--- config.mk ---
export PLATFORM = sky130hd
export DESIGN_NAME = instr_prefetch_buffer
export DESIGN_NICKNAME = d
export VERILOG_FILES = /design/src/rtl/riscv_defines.sv /design/src/rtl/fetch_fifo.sv /design/src/rtl/instr_prefetch_buffer.sv
export SDC_FILE = /design/constraint.sdc
export NUM_CORES = 1
export LEC_CHECK = 0
export BUFFER_PORTS_ARGS = -buffer_cell sky130_fd_sc_hd__buf_2
export CORE_MARGIN = 2
export CORE_UTILIZATION = 45
export DETAILED_ROUTE_END_ITERATION = 12
export HOLD_SLACK_MARGIN = 0.05
export PLACE_DENSITY = 0.79
export SLEW_MARGIN = 10
export SYNTH_ARGS = -nofsm -noshare
export SYNTH_HDL_FRONTEND = slang
export SYNTH_SLANG_ARGS = --single-unit
--- constraint.sdc ---
create_clock -name clk -period 6.87 [get_ports clk]
set_clock_uncertainty 0.15 [all_clocks]
set_input_delay 0.3435 -clock clk [delete_from_list [all_inputs] [get_ports clk]]
set_output_delay 0.3435 -clock clk [all_outputs]
set_load 0.05 [all_outputs]
--- src/rtl/riscv_defines.sv ---
// Shared fetch-side definitions: datapath width and prefetch FSM state encoding.
package riscv_defines;

    localparam int WORD_WIDTH = 32;

    typedef enum logic [1:0] {
        IDLE,
        WAIT_GNT,
        WAIT_RVALID,
        WAIT_ABORT
    } fetch_state_e;

endpackage

--- src/rtl/fetch_fifo.sv ---
// Circular FIFO holding prefetched {instruction, pc} entries; flush empties it in one cycle.
module fetch_fifo #(
    parameter int WIDTH = 64,
    parameter int DEPTH = 4
) (
    input  logic                     clk,
    input  logic                     rst_n,
    input  logic                     flush,
    input  logic                     push,
    input  logic                     pop,
    input  logic [WIDTH-1:0]         wdata,
    output logic [WIDTH-1:0]         rdata,
    output logic                     full,
    output logic                     empty,
    output logic [$clog2(DEPTH):0]   count
);

    localparam int PW = $clog2(DEPTH);
    localparam int CW = PW + 1;

    logic [WIDTH-1:0] mem [DEPTH];
    logic [PW-1:0]    wr_ptr;
    logic [PW-1:0]    rd_ptr;
    logic             do_push;
    logic             do_pop;

    assign full    = (count == CW'(DEPTH));
    assign empty   = (count == '0);
    assign do_pop  = pop && !empty;
    // A pop frees the head slot in the same cycle, so a full FIFO can still accept.
    assign do_push = push && (!full || do_pop);
    assign rdata   = mem[rd_ptr];

    always_ff @(posedge clk) begin
        if (!rst_n || flush) begin
            wr_ptr <= '0;
            rd_ptr <= '0;
            count  <= '0;
        end else begin
            if (do_push) wr_ptr <= wr_ptr + 1'b1;
            if (do_pop)  rd_ptr <= rd_ptr + 1'b1;
            if (do_push && !do_pop)      count <= count + 1'b1;
            else if (!do_push && do_pop) count <= count - 1'b1;
        end
    end

    always_ff @(posedge clk) begin
        if (!rst_n) begin
            for (int i = 0; i < DEPTH; i++) mem[i] <= '0;
        end else if (do_push && !flush) begin
            mem[wr_ptr] <= wdata;
        end
    end

endmodule

--- src/rtl/instr_prefetch_buffer.sv ---
// Instruction prefetcher: one outstanding memory transaction at a time, responses queued
// in a small FIFO for the IF stage; branch redirects flush the queue and abort in-flight data.
//
// state       | meaning
// IDLE        | no transaction; start one when enabled and a slot is free
// WAIT_GNT    | request driven, address held until granted
// WAIT_RVALID | granted, waiting for the response to push
// WAIT_ABORT  | granted before a redirect; next response is dropped
module instr_prefetch_buffer
    import riscv_defines::fetch_state_e, riscv_defines::IDLE, riscv_defines::WAIT_GNT,
           riscv_defines::WAIT_RVALID, riscv_defines::WAIT_ABORT;
#(
    parameter int WORD_WIDTH = riscv_defines::WORD_WIDTH,
    parameter int DEPTH      = 4
) (
    input  logic                  clk,
    input  logic                  rst_n,
    input  logic                  fetch_en_i,
    input  logic [WORD_WIDTH-1:0] boot_addr_i,
    input  logic                  branch_i,
    input  logic [WORD_WIDTH-1:0] branch_addr_i,
    output logic                  instr_req_o,
    output logic [WORD_WIDTH-1:0] instr_addr_o,
    input  logic                  instr_gnt_i,
    input  logic                  instr_rvalid_i,
    input  logic [WORD_WIDTH-1:0] instr_rdata_i,
    output logic                  valid_o,
    input  logic                  ready_i,
    output logic [WORD_WIDTH-1:0] instr_o,
    output logic [WORD_WIDTH-1:0] pc_o,
    output logic                  busy_o
);

    localparam int CW = $clog2(DEPTH) + 1;

    fetch_state_e            state, state_next;
    logic [WORD_WIDTH-1:0]   fetch_addr, fetch_addr_next;
    logic [WORD_WIDTH-1:0]   branch_target;
    logic [CW-1:0]           count;
    logic [CW-1:0]           count_after_push;
    logic                    space_after_push;
    logic                    fifo_full, fifo_empty;
    logic                    push, pop;
    logic [2*WORD_WIDTH-1:0] head;

    assign branch_target    = branch_addr_i & ~WORD_WIDTH'(3);
    assign valid_o          = !fifo_empty;
    assign pop              = valid_o && ready_i && !branch_i;
    assign count_after_push = count + CW'(1) - CW'(pop);
    assign space_after_push = (count_after_push < CW'(DEPTH));
    assign {instr_o, pc_o}  = head;
    assign instr_addr_o     = fetch_addr;
    assign busy_o           = (state != IDLE) || !fifo_empty;

    always_ff @(posedge clk) begin
        if (!rst_n) begin
            state      <= IDLE;
            fetch_addr <= boot_addr_i & ~WORD_WIDTH'(3);
        end else begin
            state      <= state_next;
            fetch_addr <= fetch_addr_next;
        end
    end

    always_comb begin
        state_next      = state;
        fetch_addr_next = fetch_addr;
        instr_req_o     = 1'b0;
        push            = 1'b0;
        if (branch_i) fetch_addr_next = branch_target;
        unique case (state)
            IDLE: begin
                if (fetch_en_i && (branch_i || !fifo_full)) state_next = WAIT_GNT;
            end
            WAIT_GNT: begin
                instr_req_o = 1'b1;
                if (branch_i)         state_next = instr_gnt_i ? WAIT_ABORT : IDLE;
                else if (instr_gnt_i) state_next = WAIT_RVALID;
            end
            WAIT_RVALID: begin
                if (branch_i) begin
                    // Data arriving with the redirect belongs to the old stream.
                    if (instr_rvalid_i) state_next = fetch_en_i ? WAIT_GNT : IDLE;
                    else                state_next = WAIT_ABORT;
                end else if (instr_rvalid_i) begin
                    push            = 1'b1;
                    fetch_addr_next = fetch_addr + WORD_WIDTH'(4);
                    state_next      = (fetch_en_i && space_after_push) ? WAIT_GNT : IDLE;
                end
            end
            WAIT_ABORT: begin
                if (instr_rvalid_i) state_next = (fetch_en_i && !fifo_full) ? WAIT_GNT : IDLE;
            end
            default: state_next = IDLE;
        endcase
    end

    fetch_fifo #(
        .WIDTH (2 * WORD_WIDTH),
        .DEPTH (DEPTH)
    ) u_fifo (
        .clk   (clk),
        .rst_n (rst_n),
        .flush (branch_i),
        .push  (push),
        .pop   (pop),
        .wdata ({instr_rdata_i, fetch_addr}),
        .rdata (head),
        .full  (fifo_full),
        .empty (fifo_empty),
        .count (count)
    );

endmodule

==> results.json <==
{
  "worstHoldStart": "branch_addr_i[8]",
  "synth_simple_gate_area_frac": 0.1665,
  "top_layer_used": "met5",
  "cap_violations": 0,
  "antenna_found_initial": 1,
  "synth.avg_cell_area_sq_um": 14.42,
  "cp-start-kind": "flop",
  "route.met3.wl_um": 2235,
  "synth-edff-count": 256,
  "cp_data_arrival_time_ps": 4000,
  "drt_first_pass_iters": 5,
  "cts_tree": "done",
  "die_w_um": 178.2,
  "r2r-start": "state[1]$_SDFFE_PN0P_",
  "grt_max_degree": 66,
  "dieHeight_um": 178.2,
  "worstSetupStartpoint": "state[1]$_SDFFE_PN0P_",
  "slew_headroom": 0.2401,
  "io_buffer_count": 197,
  "ant_nets": 0,
  "vias_per_cell": 5.492,
  "first_global_vias": 9278,
  "post-route-util": 0.5654,
  "crit_fanout": 65,
  "path_delay_family": "simple AND/OR/NAND/NOR gates",
  "path_cells": "and3b_1, nand2_2, a31o_2, nor3_4, buf_4, nand2b_4",
  "fp.coreArea_sq_um": 29800,
  "grt_pass1_wl_um": 51530,
  "worst_slack_ps": 2823,
  "grt_overflow_total": 0,
  "finalHoldViolations": 0,
  "path_class": "reg2reg",
  "dpl_worst_slack_ps": 2612,
  "hpwlAfterDp_um": 18830,
  "placementRows": 63,
  "clockBufferDepth": 3,
  "drc": 0,
  "p_leak_nw": 6.436,
  "status": "finished, final reports clean",
  "final_cell_mix": "258 x and2_1, 256 x edfxtp_1, 197 x buf_2, 87 x dlygate4sd3_1, 64 x mux4_2",
  "antenna_cells": 0,
  "initial_core_util": 0.4583,
  "synth_flop_cell": "edfxtp_1",
  "cts_buffers": 34,
  "track_usage": 0.2154,
  "ys_types": 50,
  "synth-xor-area-share": 0.01988,
  "synthAdderAreaFrac": 0.004581,
  "met1Wirelength_um": 14110,
  "cts_resized": 0,
  "synthArstFlopShare": 0,
  "worstMarginPinSlew_ps": 1140,
  "layout_commonest_cell": "and2_1",
  "slew_violations": 0,
  "yosysSeqAreaShare": 0.6259,
  "syn_nets": 1055,
  "globalplace.congestion": 0.8536,
  "p_per_area_nw_per_um2": 253.1,
  "nFillCells": 2337,
  "synth_top_family_by_area": "simple AND/OR/NAND/NOR gates",
  "insertion_delay_ps": 500,
  "wire_per_inst_um": 20.86,
  "synth_cells": 947,
  "cts.sinks": 299,
  "root_buffer": "clkbuf_16",
  "area_growth_pct": 23.35,
  "synth-compound-area-share": 0.04233,
  "yosysWarnings": 0,
  "first_iter_violations": 656,
  "drive_above_1_share": 0.2754,
  "rsz0062_at_grt": "no",
  "io_pins": 202,
  "period_share": 0.5890,
  "cp.buffers_inverters": 1,
  "wl_met2_um": 16520,
  "ir_drop_v": 0.0001807,
  "synth_seq_cells": 299,
  "endpoint_kind": "flop",
  "htree_levels": 2,
  "fmax_mhz": 247.1,
  "crit_path_top_delay_cell": "nand2b_4",
  "finalSetupTns_ps": 0,
  "dieArea_sq_um": 31760,
  "muxShareOfSynthArea": 0.1101,
  "worstPathRequired_ps": 6820,
  "max_stage_delay_ps": 950,
  "period_needed_ps": 4047,
  "synthesis.area_sq_um": 13660,
  "clk_pin_slew_ps": 60,
  "routed_wirelength_um": 33810,
  "setup_violations": 0,
  "hold_class": "in2reg",
  "layout.nets": 1314,
  "vias": 8903
}
## logic make-up after synthesis
kind of cell	count (synthesis)
and+or+nand+nor	383
DFF	299
AOI/OAI and AO/OA	80
buffers and inverters	79
muxes	70
xor gates and xnor gates	31
adders and majority gates	5
## stage by stage
| stage | hold slack [ps] | std cells | instance area, sq um | total power, mW |
|---|---|---|---|---|
| after CTS | 62.85 | 1621 | 16850 | 4.294 |
| after floorplan | 307.6 | 947 | 13660 | 2.385 |
| after global placement | 347.5 | 1473 | 14890 | 2.507 |
| after global routing | 67.88 | 1621 | 16850 | 4.404 |
| after detailed placement | 362.5 | 1473 | 14890 | 2.518 |
| final | 79.83 | 1621 | 16850 | 4.264 |
## cells in the mapped netlist (4+ instances only)
library cell,count,area (sq um)
and2_1,258,1614
edfxtp_1,256,7687
mux4_2,64,1441
dfxtp_1,43,860.8
nor2_1,37,138.9
clkbuf_1,30,112.6
buf_2,26,130.1
nand2_1,24,90.09
a221oi_1,16,140.1
o22ai_1,16,100.1
xnor2_1,16,140.1
xor2_1,15,131.4
o21ai_0,14,70.07
and3_1,10,62.56
buf_6,10,112.6
nand4_1,9,56.30
nor3_1,9,45.04
a21oi_1,8,40.04
nand3_1,8,40.04
inv_1,7,26.28
and4_1,6,52.55
a31oi_1,5,31.28
ha_1,5,62.56
nand2b_1,5,31.28
nor2b_1,5,31.28
a221o_1,4,40.04
buf_4,4,30.03
mux2i_1,4,40.04
o2bb2ai_1,4,35.03
## state kept, by name (all words and copies together) (netlist names), named ones only
name           cells
u_fifo.mem       256
u_fifo.wr_ptr      2
u_fifo.count       3
u_fifo.rd_ptr      2
state              2
instr_addr_o      30
## worst paths after layout
kind | endpoint | slack, ps | depth (start not counted)
setup / recovery | u_fifo.mem[2][44]$_SDFFCE_PN0P_ | 2820 | 6
hold reg to reg | flop | 370 | 1
hold / removal | instr_addr_o[8]$_DFF_P_ | 80 | 3
setup reg to reg | u_fifo.mem[2][44]$_SDFFCE_PN0P_ | 2820 | 6
## power breakdown
| group | internal (mW) | leakage, nW | switching [mW] |
|---|---|---|---|
| Clock | 1.04 | 0.538 | 0.693 |
| Combinational | 0.149 | 2.90 | 0.270 |
| Sequential | 2.04 | 3.00 | 0.0688 |
## repair_timing
| item | 4_1_cts | 5_1_grt |
|---|---|---|
| hold buffers | 87 | 0 |
| setup buffers | 0 | 0 |
| endpoints found under the hold margin | 157 | 0 |
## tightest hold or removal path: cells and delay by family
family,cells,cell delay [ps]
and+or+nand+nor,1,150
AOI/OAI and AO/OA,1,110
buffers and inverters,1,90
## layer usage
layer | GRT usage | vias up
li1 | - | 4025
met1 | 0.2765 | 4441
met2 | 0.3674 | 363
met3 | 0.04454 | 72
met4 | 0.06877 | 2
met5 | 0 | -
## area by class of cell
| type | instances | area (sq um) | area share |
|---|---|---|---|
| clock buffers | 49 | 1032 | 0.06127 |
| multi-input cells | 569 | 4756 | 0.2823 |
| clock inverters | 12 | 52.55 | 0.003119 |
| repair buffers | 294 | 1932 | 0.1147 |
| well taps | 390 | 488.0 | 0.02897 |
| flip-flops and latches | 299 | 8556 | 0.5079 |
| inverters | 8 | 30.03 | 0.001783 |
Note: power is estimated with default switching activity, not from simulation.
